## config.mk

```make
export PLATFORM = sky130hd
export DESIGN_NAME = uart_rx_fifo_writer_flat
export DESIGN_NICKNAME = d
export VERILOG_FILES = /design/src/rtl/uart_rx_fifo_writer_pkg.sv /design/src/rtl/uart_rx_fifo_writer_if.sv /design/src/rtl/uart_rx_fifo_writer_sync_2ff.sv /design/src/rtl/uart_rx_fifo_writer.sv /design/src/flat_wrapper.sv
export SDC_FILE = /design/constraint.sdc
export NUM_CORES = 1
export LEC_CHECK = 0
export BUFFER_PORTS_ARGS = -buffer_cell sky130_fd_sc_hd__buf_2
export CAP_MARGIN = 20
export CORE_UTILIZATION = 30
export CTS_CLUSTER_DIAMETER = 100
export CTS_CLUSTER_SIZE = 25
export DETAILED_ROUTE_END_ITERATION = 10
export GPL_TIMING_DRIVEN = 0
export HOLD_SLACK_MARGIN = 0.06
export PLACE_DENSITY_LB_ADDON = 0.25
export SYNTH_ARGS = -nofsm -noshare
export SYNTH_HDL_FRONTEND = slang
export SYNTH_HIERARCHICAL = 1
export SYNTH_SLANG_ARGS = --single-unit
```

## constraint.sdc

```tcl
create_clock -name wclk -period 2.1 [get_ports wclk]
set_input_delay 0.63 -clock wclk [delete_from_list [all_inputs] [get_ports wclk]]
set_output_delay 0.63 -clock wclk [all_outputs]
set_load 0.05 [all_outputs]
```

## src/rtl/uart_rx_fifo_writer_pkg.sv

```systemverilog
// Shared types and defaults for the UART receiver that feeds the async FIFO write port.
package uart_rx_pkg;

    typedef enum logic [1:0] {IDLE, START, DATA, STOP} state_t;

    localparam int unsigned CLKS_PER_BIT_DEF = 16;
    localparam int unsigned WIDTH_DEF        = 8;
    localparam int unsigned HALF_BIT         = CLKS_PER_BIT_DEF / 2;
    localparam int unsigned CNT_W            = $clog2(CLKS_PER_BIT_DEF);

    function automatic int unsigned half_bit(input int unsigned cpb);
        return cpb / 2;
    endfunction

    // Never narrower than one bit, so a degenerate WIDTH still elaborates.
    function automatic int unsigned cnt_width(input int unsigned n);
        return (n > 1) ? $clog2(n) : 1;
    endfunction

endpackage

```

## src/rtl/uart_rx_fifo_writer_if.sv

```systemverilog
// FIFO write-port bundle between the UART receiver (master) and the async FIFO (slave).
interface uart_rx_fifo_writer_if #(
    parameter int unsigned WIDTH = 8
) ();

    logic             full;
    logic             wr_en;
    logic [WIDTH-1:0] wr_data;

    modport master (input full, output wr_en, output wr_data);
    modport slave  (output full, input wr_en, input wr_data);

endinterface

```

## src/rtl/uart_rx_fifo_writer_sync_2ff.sv

```systemverilog
// Generic two-flop synchroniser with a selectable reset level.
module sync_2ff #(
    parameter logic RST_VAL = 1'b0
) (
    input  logic clk,
    input  logic rst,
    input  logic d,
    output logic q
);

    logic meta;

    always_ff @(posedge clk) begin
        if (rst) begin
            meta <= RST_VAL;
            q    <= RST_VAL;
        end else begin
            meta <= d;
            q    <= meta;
        end
    end

endmodule

```

## src/rtl/uart_rx_fifo_writer.sv

```systemverilog
// 8N1 UART receiver in the wclk domain; pushes good bytes into the FIFO write port,
// parking one byte in a hold register while the FIFO is full.
module uart_rx_fifo_writer
    import uart_rx_pkg::*;
#(
    parameter int unsigned CLKS_PER_BIT = CLKS_PER_BIT_DEF,
    parameter int unsigned WIDTH        = WIDTH_DEF
) (
    input  logic                  wclk,
    input  logic                  rst,
    input  logic                  rxd,
    uart_rx_fifo_writer_if.master fifo,
    output logic                  busy,
    output logic                  hold_valid,
    output logic                  frame_err,
    output logic                  overrun
);

    localparam int unsigned BAUD_W = cnt_width(CLKS_PER_BIT);
    localparam int unsigned BIT_W  = cnt_width(WIDTH);

    localparam logic [BAUD_W-1:0] HALF_M1  = BAUD_W'(half_bit(CLKS_PER_BIT) - 1);
    localparam logic [BAUD_W-1:0] LAST     = BAUD_W'(CLKS_PER_BIT - 1);
    localparam logic [BIT_W-1:0]  BIT_LAST = BIT_W'(WIDTH - 1);

    logic rx_s;

    state_t             state_q, state_d;
    logic [BAUD_W-1:0]  baud_q, baud_d;
    logic [BIT_W-1:0]   bit_q, bit_d;
    logic [WIDTH-1:0]   shreg_q, shreg_d;
    logic               done_q, done_d;
    logic               fe_q, fe_d;
    logic [WIDTH-1:0]   hold_q, hold_d;
    logic               hv_q, hv_d;
    logic               ovr_q, ovr_d;
    logic               drain;
    logic               wr_en;
    logic [WIDTH-1:0]   wr_data;

    sync_2ff #(.RST_VAL(1'b1)) u_sync (
        .clk (wclk),
        .rst (rst),
        .d   (rxd),
        .q   (rx_s)
    );

    always_ff @(posedge wclk) begin
        if (rst) begin
            state_q <= IDLE;
            baud_q  <= '0;
            bit_q   <= '0;
            shreg_q <= '0;
            done_q  <= 1'b0;
            fe_q    <= 1'b0;
            hold_q  <= '0;
            hv_q    <= 1'b0;
            ovr_q   <= 1'b0;
        end else begin
            state_q <= state_d;
            baud_q  <= baud_d;
            bit_q   <= bit_d;
            shreg_q <= shreg_d;
            done_q  <= done_d;
            fe_q    <= fe_d;
            hold_q  <= hold_d;
            hv_q    <= hv_d;
            ovr_q   <= ovr_d;
        end
    end

    always_comb begin
        state_d = state_q;
        baud_d  = baud_q;
        bit_d   = bit_q;
        shreg_d = shreg_q;
        done_d  = 1'b0;
        fe_d    = 1'b0;
        case (state_q)
            IDLE: begin
                if (!rx_s) begin
                    state_d = START;
                    baud_d  = '0;
                end
            end
            START: begin
                if (baud_q == HALF_M1) begin
                    baud_d  = '0;
                    bit_d   = '0;
                    state_d = rx_s ? IDLE : DATA;
                end else begin
                    baud_d = baud_q + BAUD_W'(1);
                end
            end
            DATA: begin
                if (baud_q == LAST) begin
                    baud_d         = '0;
                    shreg_d[bit_q] = rx_s;
                    if (bit_q == BIT_LAST) begin
                        state_d = STOP;
                    end else begin
                        bit_d = bit_q + BIT_W'(1);
                    end
                end else begin
                    baud_d = baud_q + BAUD_W'(1);
                end
            end
            STOP: begin
                if (baud_q == LAST) begin
                    baud_d  = '0;
                    state_d = IDLE;
                    done_d  = rx_s;
                    fe_d    = !rx_s;
                end else begin
                    baud_d = baud_q + BAUD_W'(1);
                end
            end
            default: state_d = IDLE;
        endcase
    end

    // A pending hold byte always wins the write port; a byte completing in the same
    // cycle as a drain refills the slot, so only "held and still full" drops data.
    always_comb begin
        drain   = hv_q && !fifo.full;
        wr_en   = drain || (done_q && !hv_q && !fifo.full);
        wr_data = '0;
        if (drain) begin
            wr_data = hold_q;
        end else if (wr_en) begin
            wr_data = shreg_q;
        end

        hold_d = hold_q;
        hv_d   = hv_q;
        ovr_d  = ovr_q;
        if (done_q) begin
            if (hv_q && fifo.full) begin
                ovr_d = 1'b1;
            end else if (hv_q || fifo.full) begin
                hold_d = shreg_q;
                hv_d   = 1'b1;
            end
        end else if (drain) begin
            hv_d = 1'b0;
        end
    end

    assign fifo.wr_en   = wr_en;
    assign fifo.wr_data = wr_data;
    assign busy         = (state_q != IDLE);
    assign hold_valid   = hv_q;
    assign frame_err    = fe_q;
    assign overrun      = ovr_q;

endmodule

```

## src/flat_wrapper.sv

```systemverilog
// flat-port wrapper written by rule: the top's interface ports become plain ports
module uart_rx_fifo_writer_flat import uart_rx_pkg::*;
#(
    parameter int unsigned CLKS_PER_BIT = CLKS_PER_BIT_DEF,
    parameter int unsigned WIDTH        = WIDTH_DEF
)
  (wclk, rst, rxd, busy, hold_valid, frame_err, overrun, fifo_full, fifo_wr_en, fifo_wr_data);
  uart_rx_fifo_writer_if #(.WIDTH(WIDTH)) fifo_i ();
  input  logic wclk;
  input  logic rst;
  input  logic rxd;
  output logic busy;
  output logic hold_valid;
  output logic frame_err;
  output logic overrun;
  input wire logic [$bits(fifo_i.full)-1:0] fifo_full;
  output wire logic [$bits(fifo_i.wr_en)-1:0] fifo_wr_en;
  output wire logic [$bits(fifo_i.wr_data)-1:0] fifo_wr_data;
  assign fifo_i.full = fifo_full;
  assign fifo_wr_en = fifo_i.wr_en;
  assign fifo_wr_data = fifo_i.wr_data;
  uart_rx_fifo_writer #(.CLKS_PER_BIT(CLKS_PER_BIT), .WIDTH(WIDTH)) u_core (.wclk(wclk), .rst(rst), .rxd(rxd), .fifo(fifo_i), .busy(busy), .hold_valid(hold_valid), .frame_err(frame_err), .overrun(overrun));
endmodule
```

; Word level (Yosys, flattened, before mapping)
; Cells that the tools add are included.
[totals]
memories = 0
wordCells = 78
ramBits = 0
register_bits = 31
inputBits = 4
latchBits = 0
rom_bits = 0
[op_classes]
bitwise = 3
shift = 0
mul = 0
div = 0
reduce_logical = 22
mux = 24
add_sub_neg = 2
n_lt_le_gt_ge = 2
eq_ne = 14
[op_table]
columns = cell, count
row1 = two-way mux 8 bit, 2
row2 = two-way mux 2 bit, 6
row3 = two-way mux 4 bit, 3
row4 = one-hot mux 4 bit (3 select lines), 1
row5 = two-way mux 3 bit, 3
row6 = bitwise mux 8 bit, 1
row7 = inequality test 2 x 1 -> 1 bit (second input constant), 4
row8 = inequality test 2 bit (second input constant), 4
row9 = one-hot mux 2 bit (4 select lines), 1
row10 = one-hot mux 3 bit (2 select lines), 1
row11 = AND reduction 3 bit, 2
row12 = nonzero test 2 bit, 3
row13 = logical AND 1 bit, 5
row14 = two-way mux 1 bit, 5
row15 = AND reduction 5 bit, 1
row16 = adder 4 x 1 -> 4 bit (second input constant), 1
row17 = == test 2 bit (second input constant), 2
row18 = == test 4 x 3 -> 1 bit (second input constant), 1
row19 = == test 4 bit (second input constant), 1
row20 = < comparator 3 x 4 -> 1 bit (second input constant), 1
row21 = AND reduction 2 bit, 2
row22 = AND reduction 4 bit, 1
row23 = adder 3 x 1 -> 3 bit (second input constant), 1
row24 = demux 1 bit (select 3 bit), 1
row25 = other kinds (9), 14

; Longest topological paths before layout
; Gate-level depths: netlist of the first run.
[depth]
word_depth = 6
ltp_mapped = 5
mapped_depth_nobuf = 5

; By module
; Netlist of the first run, hierarchy kept.
[by_module_without_submodules]
columns = mod, n_inst, area_each_um2, cells_each
row1 = uart_rx_fifo_writer, 1, 1529.0, 179
row2 = sync_2ff, 1, 52.6, 4

; Worst setup path before layout of the first run
; Ideal clock, no wire load.
[synth_path]
kind = register -> output
from = register u_core.hv_q, in the netlist u_core/hold_valid
to = output fifo_wr_data[0]
path_slack_ns = -0.478
path_buffers = 2
path_stages_with_launch = 5
arrival_ns = 1.948
cell_sequence = dfxtp_1 -> clkbuf_1 -> buf_2 -> nand2_1 -> a21oi_1
[synth_via]
elab_chain_cells = 6
elab_cells_between_ends = 7
cone_classes = mux (2) / reduce/logical (5)
[synth_lines]
columns = item, line
row1 = "start, declared", uart_rx_fifo_writer.sv:35  ; logic hv_q, hv_d;
row2 = "start signal, assigned", uart_rx_fifo_writer.sv:67  ; hv_q <= hv_d;
row3 = zero test 1 bit, uart_rx_fifo_writer.sv:126  ; wr_en = drain || (done_q && !hv_q && !fifo.full);
row4 = logical AND 1 bit (2 in series), uart_rx_fifo_writer.sv:126
row5 = logical OR 1 bit, uart_rx_fifo_writer.sv:126
row6 = two-way mux 8 bit, uart_rx_fifo_writer.sv:130  ; end else if (wr_en) begin
row7 = two-way mux 8 bit *, uart_rx_fifo_writer.sv:128  ; if (drain) begin
row8 = "end, declared", flat_wrapper.sv:18  ; output wire logic [$bits(fifo_i.wr_data)-1:0] fifo_wr_data;
; Every way passes the cells marked *; elsewhere a longest branch is shown, timed or not.

; Worst setup path after layout of the first run
[layout_path]
from = input fifo_full
to = output fifo_wr_en
[layout_via]
elab_chain_cells = 3
elab_cells_between_ends = 4
cone_classes = reduce/logical (4)
[layout_lines]
columns = item, line
row1 = "start, declared", flat_wrapper.sv:16  ; input wire logic [$bits(fifo_i.full)-1:0] fifo_full;
row2 = zero test 1 bit *, "uart_rx_fifo_writer.sv:125, uart_rx_fifo_writer.sv:126"
row3 = logical AND 1 bit (on tied branches), "uart_rx_fifo_writer.sv:125, uart_rx_fifo_writer.sv:126"
row4 = logical OR 1 bit *, uart_rx_fifo_writer.sv:126
row5 = "end, declared", flat_wrapper.sv:17  ; output wire logic [$bits(fifo_i.wr_en)-1:0] fifo_wr_en;
; Marks and branches as above.

==> out/qor.yml, run 1 <==
run_status:
  outcome: "finished, final reports clean"
critical_path:
  regToRegStartpoint: "u_core/baud_q[0]"
  cp_max_fo: 14
  timing.critical_path.max_delay_family: "buffers and inverters"
  critical_path.cell_chain: "buf_2 > nor2_4 > buf_2"
  ff2ff_setup_slack_ns: 0.45
  crit_arrival_ns: 1.36
  peak_per_stage_delay_on_the_critical_path_ns: 0.44
  setup.worst_path.start_class: "input port"
  r2r.worst_path.cells: 4
  critical-path-slowest-cell: "buf_2"
  timing.critical_path.mode_cell: "buf_2"
  path_class: "input port to output pin"
  critical_path.n_buffers_inverters: 2
  timing.rr.end: "u_core/state_q[0]"
  endpoint_kind: "output pin"
  timing.critical_path.required_ns: 1.47
global_route:
  antenna_violations_before_repair: 0
  use_met2: 0.2112
  global_route_track_usage_on_met1: 0.1992
  grt_pass1_vias: 1214
  grt_start_max_net_pins: 15
  use_met3: 0.03659
  global_route.peak_usage_layer: "met2"
  grt_remaining_overflow: 0
  grt.total_usage: 0.1425
  first_pass_grt_wire_length_um: 5920
synth:
  mappedNetlistArea_mm2: 0.001582
  sequential_to_total_area_share_from_yosys_stat: 0.3924
  mappedNetlistNets: 190
  post_synth.cell_area_avg_um2: 8.642
  synth.distinct_cells: 41
  synth_top_flop_cell: "dfxtp_1"
  netlist_instances: 183
  ys_async_sr_fraction: 0
  synth-edff-count: 0
  synth.ff_latch_count: 31
  yosysWarnings: 6
floorplanning:
  num_rows: 26
  chipWidth_um: 74.61
  fp.dieArea_mm2: 0.005566
  die_h_um: 74.61
  top_level_ports: 17
  initial_utilization: 0.3097
  core_mm2: 0.005107
route:
  wirelength_um: 3590
  drt_drc_violations_left: 0
  routed_via_density: 4.975
  detailedRoute.firstPassIterationCount: 4
  drt_iter0_markers: 94
  final_antenna_net_count: 0
  routed_via_count: 1368
  drt-wirelength-per-cell_um: 13.05
finish:
  footprint_of_the_multi_input_gates_um2: 987.2
  design.final.nets: 211
  final_design_area_no_fill_mm2: 0.001952
  layout_common_cells: "30 x dfxtp_1, 18 x nand2_1, 12 x nand3b_1, 12 x nand3_1"
  sequential_cell_area_um2: 624.3
  layout_commonest_cell: "dfxtp_1"
  n_fill_cell: 556
  final_layout_size_suffix_gt1_frac: 0.2341
  syn_to_final_growth_pct: 23.42
  insertedDiodeCount: 0
clocking:
  cts_buffers: 5
  clk-insertion-delay-late_ns: 0.28
  postCtsHoldBufs: 0
  cts.root.buffer_cell: "clkbuf_8"
  clock_tree_from_tritoncts: "yes"
  cts.repair_timing.setup_buffer_count: 0
  h-tree-depth: 2
  clkSinkCount: 31
  worst_setup_hold_path_clk_slew_ns: 0.07
  clockBufferDepth: 2
placed_design:
  placed_cell_area_mm2: 0.001849
  placement.io_buffers: 16
  globalplace.congestion: 0.7509
  preCtsSetupSlack_ns: -0.1363
  dpl.hpwl_um: 2444
sta:
  relSlewSlack: 0.5473
  tightestPinTransition_ns: 0.6768
  slew_violations: 0
  setup_violations: 0
  fin_worst_skew_ns: 0.008115
  unrepaired_setup_endpoints_after_global_routing: "no"
  layout_min_cycle_time_ns: 1.985
  hold_viol: 0
  fmaxAchievable_ghz: 0.5038
  fin_ws_ns: 0.1150
  share_of_the_clock_period_used_by_the_worst_path_after_layout: 0.9453
pwr:
  power.static_leakage_nw: 0.7216
  power.density_cell_area_mw_per_mm2: 561.8
  irDropWorstVdd_mv: 0.1776
hold_path:
  timing.hold.worst_endpoint: "u_core/u_sync/q"
  cell_depth_of_the_worst_min_delay_path: 1
  worstHoldPathType: "flop to flop"
  hold_path_startpoint: "u_core/u_sync/meta"
flow_run:
  cap_violations: 0
-- how the worst max path moves through the flow --
stage / startpoint / endpoint / slack (ns) / cells past startpoint
2_1_floorplan: u_core/hold_valid / fifo_wr_data[7] / 0.10 / 4
3_3_place_gp: fifo_full / fifo_wr_data[1] / -0.12 / 4
3_5_place_dp: fifo_full / fifo_wr_data[1] / -0.14 / 4
4_1_cts: u_core/hold_valid / fifo_wr_data[1] / 0.02 / 4
5_1_grt: u_core/done_q / fifo_wr_data[6] / 0.03 / 4
6_report: fifo_full / fifo_wr_en / 0.11 / 3
-- worst register-to-register path: cells and delay by family (launching register included) --
family	cells	cell delay [ns]
adder cells (fa/ha/maj)	1	0.29
flip-flops	1	0.38
multiplexers	1	0.37
AND/OR/NAND/NOR	1	0.18
AO/OA/AOI/OAI	1	0.32
-- registers in the layout, indices dropped and copies added, names as in the netlist, named ones only --
signal,flops
u_core/baud_q,4
u_core/state_q,1
u_core/overrun,1
u_core/shreg_q,8
u_core/u_sync/meta,1
u_core/hold_q,8
u_core/u_sync/q,1
u_core/done_q,1
u_core/hold_valid,1
u_core/bit_q,3
u_core/frame_err,1
-- logic make-up (layout without fill, tap and decap cells) --
| logic type | count (synthesis) | after routing | synth area share |
|---|---|---|---|
| xor+xnor | 3 | 3 | 0.01662 |
| simple gates | 79 | 79 | 0.2967 |
| mux | 12 | 12 | 0.07674 |
| buf+inv | 16 | 38 | 0.04509 |
| flops | 31 | 31 | 0.3924 |
| compound gates | 39 | 39 | 0.1487 |
| fa+ha+maj | 3 | 3 | 0.02374 |
-- metrics by stage --
step	utilization	hold slack, ns	total power, mW	TNS [ns]	instances
after floorplan	-	0.3854	0.6424	0	183
after global placement	0.3621	0.3899	0.6586	-0.9414	269
after detailed placement	0.3621	0.3944	0.6585	-1.074	269
after CTS	0.3807	0.4109	1.116	0	275
after global routing	0.3822	0.4203	1.147	0	275
final	0.3822	0.4084	1.097	0	275
-- cell type report --
type | instances | area share
inverters | 5 | 0.009615
well taps | 70 | 0.04487
multi-input cells | 136 | 0.5058
repair buffers | 16 | 0.05128
clock inverters | 1 | 0.002564
clock buffers | 7 | 0.03910
plain buffers | 9 | 0.02692
flip-flops and latches | 31 | 0.3199
-- Yosys cell counts, types with 2 or more instances --
cell type,number,area [um^2]
clkbuf_1,7,26.28
inv_1,4,15.01
xor2_1,2,17.52
ha_1,3,37.54
o21ai_0,11,55.05
buf_2,3,15.01
nor4_1,2,12.51
nand3b_1,12,90.09
mux2i_1,11,110.1
nand3_1,12,60.06
nand2b_1,7,43.79
nand2_1,18,67.56
nor2_1,8,30.03
nand4_1,2,12.51
nor2b_1,2,12.51
or2_1,2,12.51
a31oi_1,2,12.51
a21oi_1,19,95.09
nand4b_1,4,35.03
dfxtp_1,31,620.6
-- power by group --
| part | total, mW | switching (mW) | internal, mW |
|---|---|---|---|
| Combinational | 0.0505 | 0.0358 | 0.0146 |
| Clock | 0.453 | 0.221 | 0.232 |
| Sequential | 0.593 | 0.00301 | 0.590 |
-- layer usage --
metal  part of all wire  up-vias
met5                  0        -
met4              0.013        0
met3              0.026        5
met2               0.43       26
met1               0.53      643
li1                   -      694
-- repair_timing --
action | CTS | global route
resized for setup | 10 | 4
gates cloned | 0 | 0
endpoints found under the setup margin | 9 | 9
Note: power is estimated with default switching activity, not from simulation.
==> run 2: changes to the inputs <==
==> constraint.sdc (replaced) <==
create_clock -name wclk -period 1.9 [get_ports wclk]
set_input_delay 0.38 -clock wclk [delete_from_list [all_inputs] [get_ports wclk]]
set_output_delay 0.38 -clock wclk [all_outputs]
set_load 0.05 [all_outputs]
==> out/qor.yml, run 2 (synthesis results as in run 1) <==
run_status:
  outcome: "finished, final reports clean"
global_route:
  first_pass_grt_wire_length_um: 6058  # +2.3%
  grt_remaining_overflow: 0  # unchanged
  grt_pass1_vias: 1255  # +3.4%
  grt_start_max_net_pins: 15  # unchanged
  antenna_violations_before_repair: 0  # unchanged
  grt.total_usage: 0.1439  # +0.001454
floorplanning:
  die_h_um: 74.61  # unchanged
  top_level_ports: 17  # unchanged
  initial_utilization: 0.3097  # unchanged
  num_rows: 26  # unchanged
  fp.dieArea_mm2: 0.005566  # unchanged
  core_mm2: 0.005107  # unchanged
  chipWidth_um: 74.61  # unchanged
pwr:
  netSwitchingFraction: 0.2205  # -0.01660
  power.density_cell_area_mw_per_mm2: 652.4  # +16%
  irDropWorstVdd_mv: 0.3076  # +73%
  clock_power_share: 0.445  # +0.031
  power.internal_mw: 0.9983  # +19%
  seqPwrFrac: 0.512  # -0.028
  p_sw_mw: 0.2824  # +8.6%
  power_frac_comb: 0.043  # -0.003
  power.static_leakage_nw: 0.7285  # +0.94%
critical_path:
  endpoint_kind: "output pin"
  timing.critical_path.mode_cell: "buf_2"
  crit_arrival_ns: 1.43  # +0.07 ns
  critical_path_depth: 4  # +1
  timing.critical_path.required_ns: 1.52  # +0.05 ns
  setup.worst_path.start_class: "flop"
  critical-path-slowest-cell: "dfxtp_1"
  timing.critical_path.max_delay_family: "buffers and inverters"
  peak_per_stage_delay_on_the_critical_path_ns: 0.34  # -0.10 ns
  critical_path.n_buffers_inverters: 2  # unchanged
  path_class: "flop to output pin"
  cp_max_fo: 10  # -4
  r2r.worst_path.cells: 4  # unchanged
  critical_path.cell_chain: "buf_2 > nand3b_1 > a21oi_4 > buf_2"
route:
  drt_drc_violations_left: 0  # unchanged
  final_antenna_net_count: 0  # unchanged
  routed_via_count: 1381  # +0.95%
  detailedRoute.firstPassIterationCount: 4  # unchanged
  drt-wirelength-per-cell_um: 12.82  # -1.8%
  drt_iter0_markers: 100  # +6.4%
  wirelength_um: 3526  # -1.8%
  routed_via_density: 5.022  # +0.95%
finish:
  layout_commonest_cell: "dfxtp_1"
  design.final.nets: 211  # unchanged
  syn_to_final_growth_pct: 24.13
  insertedDiodeCount: 0  # unchanged
  final_layout_size_suffix_gt1_frac: 0.2390  # +0.004878
  n_fill_cell: 544  # -2.2%
  fin_util: 0.3844  # +0.002204
  biggestRegsByFlops: "u_core/hold_q x8, u_core/shreg_q x8, u_core/baud_q x4"
  layout_common_cells: "30 x dfxtp_1, 18 x nand2_1, 13 x buf_2"
  final_design_area_no_fill_mm2: 0.001963  # +0.58%
clocking:
  clk-insertion-delay-late_ns: 0.28  # about the same
  h-tree-depth: 2  # unchanged
  cts.root.buffer_cell: "clkbuf_8"
  clkSinkCount: 31  # unchanged
  clock_tree_from_tritoncts: "yes"
  cts_buffers: 5  # unchanged
  postCtsHoldBufs: 0  # unchanged
  worst_setup_hold_path_clk_slew_ns: 0.07  # about the same
  clockBufferDepth: 2  # unchanged
sta:
  setup_violations: 0  # unchanged
  layout_min_cycle_time_ns: 1.809
  fin_worst_skew_ns: 0.003441  # -0.004673 ns
  slew_violations: 0  # unchanged
  unrepaired_setup_endpoints_after_global_routing: "no"
  tightestPinTransition_ns: 0.6887  # +0.01191 ns
  fmaxAchievable_ghz: 0.5529
  fin_ws_ns: 0.09128  # -0.02367 ns
  share_of_the_clock_period_used_by_the_worst_path_after_layout: 0.9520
  relSlewSlack: 0.5393  # -0.007966
  hold_viol: 0  # unchanged
placed_design:
  dpl.hpwl_um: 2436  # -0.33%
  placed_cell_area_mm2: 0.001848  # about the same
  placement.io_buffers: 16  # unchanged
  preCtsSetupSlack_ns: -0.1473  # -0.01107 ns
  globalplace.congestion: 0.7461  # -0.64%
flow_run:
  cap_violations: 0  # unchanged
hold_path:
  cell_depth_of_the_worst_min_delay_path: 2  # +1
  worstHoldPathType: "input port to flop"
run 2: changes by cell type in the layout (fill, tap and decap cells not counted):
cell,before,now
clkbuf_1,5,4
buf_4,8,0
clkbuf_4,2,7
clkbuf_8,5,7
clkinv_2,1,0
buf_2,10,13
run 2: worst reg2reg max path, delay by kind of cell, from the launching register on:
kind	cells	cell delay [ns]
adders and majority gates	1	0.29
muxes	1	0.37
DFF	1	0.38
AOI/OAI and AO/OA	1	0.32
and+or+nand+nor	1	0.18
run 2: power groups by stage:
stage	registers [mW]	logic, mW	clock network [mW]
finish	0.655	0.0556	0.570
global route	0.655	0.0615	0.625
CTS	0.656	0.0561	0.591
detailed placement	0.671	0.0572	0
global placement	0.671	0.0568	0
floorplan	0.670	0.0398	0
run 2: cell type report:
cell class | instances | area (um^2) | share of cell area
buffer | 9 | 50.05 | 0.02549
clock buffer | 8 | 100.1 | 0.05099
inverter | 5 | 18.77 | 0.009560
multi-input combinational | 136 | 987.2 | 0.5029
sequential | 31 | 624.3 | 0.3180
tap | 70 | 87.58 | 0.04461
timing repair buffer | 16 | 95.09 | 0.04844
run 2: timing repair:
action                                  CTS  global route
endpoints found under the setup margin    9             9
pin swaps                                 0             0
gates resized for setup                   1            11
setup buffers                             0             0
run 2: layer usage:
layer / vias up / GRT usage / part of all wire
met5: - / 0 / 0
met4: 0 / 0.04403 / 0.0077
met3: 2 / 0.04065 / 0.039
met2: 36 / 0.2172 / 0.44
met1: 642 / 0.1985 / 0.52
li1: 701 / - / -
run 2: metrics by stage:
step / std cells / hold slack [ns] / power, mW / TNS (ns)
finish: 275 / 0.2778 / 1.281 / 0
global placement: 269 / 0.3893 / 0.7279 / -0.9554
detailed placement: 269 / 0.3955 / 0.7284 / -1.074
global route: 275 / 0.2766 / 1.342 / 0
floorplan: 183 / 0.3854 / 0.7098 / 0
CTS: 275 / 0.2672 / 1.304 / 0
run 2: worst paths after layout:
kind,startpoint,to,slack (ns)
worst max-delay path,u_core/done_q,fifo_wr_data[7],0.09
worst min-delay path,rxd,u_core/u_sync/meta,0.28
worst max register to register,u_core/baud_q[0],u_core/state_q[0],0.25
worst min register to register,u_core/u_sync/meta,u_core/u_sync/q,0.42
==> run 3: changes to the inputs <==
Settings changed: CORE_UTILIZATION 30 to 57.
==> out/qor.yml, run 3 (synthesis results as in run 1) <==
sta:
  slew_violations: 0  # unchanged
  fin_ws_ns: 0.1112  # +0.01988 ns
  tightestPinTransition_ns: 0.6398  # -0.04886 ns
  fin_worst_skew_ns: 0.002759  # -0.0006827 ns
  hold_slack_ns: 0.2356  # -0.04218 ns
  hold_viol: 0  # unchanged
  fmaxAchievable_ghz: 0.5590  # +1.1%
  share_of_the_clock_period_used_by_the_worst_path_after_layout: 0.9415  # -0.01046
  setup_violations: 0  # unchanged
  unrepaired_setup_endpoints_after_global_routing: "no"
  layout_min_cycle_time_ns: 1.789  # -0.01988 ns
  relSlewSlack: 0.5720  # +0.03269
critical_path:
  endpoint_kind: "output pin"
  cp_max_fo: 10  # unchanged
  timing.critical_path.required_ns: 1.52  # about the same
  ff2ff_setup_slack_ns: 0.23  # -0.02 ns
  path_class: "flop to output pin"
  crit_arrival_ns: 1.41  # -0.02 ns
  setup.worst_path.start_class: "flop"
floorplanning:
  die_h_um: 54.68  # -27%
  fp.dieArea_mm2: 0.002989  # -46%
  num_rows: 18  # -31%
  initial_utilization: 0.6214  # +0.3118
  top_level_ports: 17  # unchanged
  core_mm2: 0.002545  # -50%
  chipWidth_um: 54.68  # -27%
clocking:
  clk-insertion-delay-late_ns: 0.34  # +0.06 ns
  clock_tree_from_tritoncts: "yes"
  h-tree-depth: 2  # unchanged
  clkSinkCount: 31  # unchanged
  postCtsHoldBufs: 0  # unchanged
  cts_buffers: 5  # unchanged
  cts.root.buffer_cell: "clkbuf_4"
  clockBufferDepth: 2  # unchanged
  worst_setup_hold_path_clk_slew_ns: 0.09  # +0.02 ns
  cts.repair_timing.setup_buffer_count: 0  # unchanged
pwr:
  power.static_leakage_nw: 0.7213  # -0.99%
  total_power_mw: 1.159  # -9.5%
  power.density_cell_area_mw_per_mm2: 609.8  # -6.5%
  irDropWorstVdd_mv: 0.6049  # +97%
placed_design:
  preCtsSetupSlack_ns: -0.1332  # +0.01409 ns
  placed_cell_area_mm2: 0.001798  # -2.7%
  placement.io_buffers: 16  # unchanged
  dpl.hpwl_um: 2562  # +5.2%
  globalplace.congestion: 0.7640  # +2.4%
route:
  routed_via_count: 1429  # +3.5%
  drt-wirelength-per-cell_um: 15.63  # +22%
  drt_iter0_markers: 46  # -54%
  wirelength_um: 3672  # +4.1%
  drt_drc_violations_left: 0  # unchanged
  routed_via_density: 6.081  # +21%
  final_antenna_net_count: 0  # unchanged
  detailedRoute.firstPassIterationCount: 4  # unchanged
global_route:
  grt_remaining_overflow: 0  # unchanged
  antenna_violations_before_repair: 0  # unchanged
  first_pass_grt_wire_length_um: 6078  # +0.33%
  grt.total_usage: 0.2929  # +0.1489
  grt_start_max_net_pins: 15  # unchanged
  grt_pass1_vias: 1387  # +11%
finish:
  syn_to_final_growth_pct: 20.17
  biggestRegsByFlops: "u_core/hold_q x8, u_core/shreg_q x8, u_core/baud_q x4"
  final_layout_size_suffix_gt1_frac: 0.2390  # unchanged
  insertedDiodeCount: 0  # unchanged
  design.final.nets: 211  # unchanged
  n_fill_cell: 185  # -66%
  layout_common_cells: "30 x dfxtp_1, 18 x nand2_1, 12 x nand3b_1, 12 x nand3_1"
  final_design_area_no_fill_mm2: 0.001901  # -3.2%
  fin_util: 0.7468  # +0.3624
  layout_commonest_cell: "dfxtp_1"
run_status:
  outcome: "finished, final reports clean"
flow_run:
  cap_violations: 0  # unchanged
hold_path:
  worstHoldPathType: "input port to flop"
## run 3: final cells by class
type	count	area (um^2)	area share
multi-input combinational	136	987.2	0.5194
sequential	31	624.3	0.3285
timing repair buffer	16	111.4	0.05859
clock buffer	8	68.82	0.03621
buffer	9	52.55	0.02765
tap	30	37.54	0.01975
inverter	5	18.77	0.009875
## run 3: path summary, 6_finish.rpt
check / to / depth (start not counted) / start
min: u_core/u_sync/meta / 2 / rxd
min reg2reg: u_core/u_sync/q / 1 / u_core/u_sync/meta
max: fifo_wr_data[3] / 4 / u_core/done_q
max reg2reg: u_core/state_q[0] / 4 / u_core/baud_q[0]
## run 3: critical path: stages, from the launching register on
cell and delay [ns]:
dfxtp_1 0.37, buf_4 0.18, nand3b_1 0.14, a21oi_4 0.16, buf_4 0.21
## run 3: per-stage QoR
step	setup TNS (ns)	cells
after floorplan	0	183
after global placement	-0.7424	229
after detailed placement	-0.9350	229
after CTS	0	235
after global routing	0	235
final	0	235
## run 3: layer usage
metal | global-route usage | share of wire | vias to the layer above
met5 | 0 | 0 | -
met4 | 0.2009 | 0.027 | 0
met3 | 0.06944 | 0.061 | 13
met2 | 0.4578 | 0.47 | 50
met1 | 0.3495 | 0.44 | 674
li1 | - | - | 692
## run 3: power by group
part	internal [mW]	total [mW]	switching, mW
combinational	0.0162	0.0557	0.0395
sequential	0.651	0.655	0.00389
clock	0.217	0.448	0.231
total	0.885	1.16	0.274
## run 3: repair_timing
| item | in CTS | in global routing |
|---|---|---|
| gates cloned | 0 | 0 |
| resized for setup | 11 | 7 |
| pin swaps | 0 | 0 |
| setup endpoints to repair | 9 | 8 |
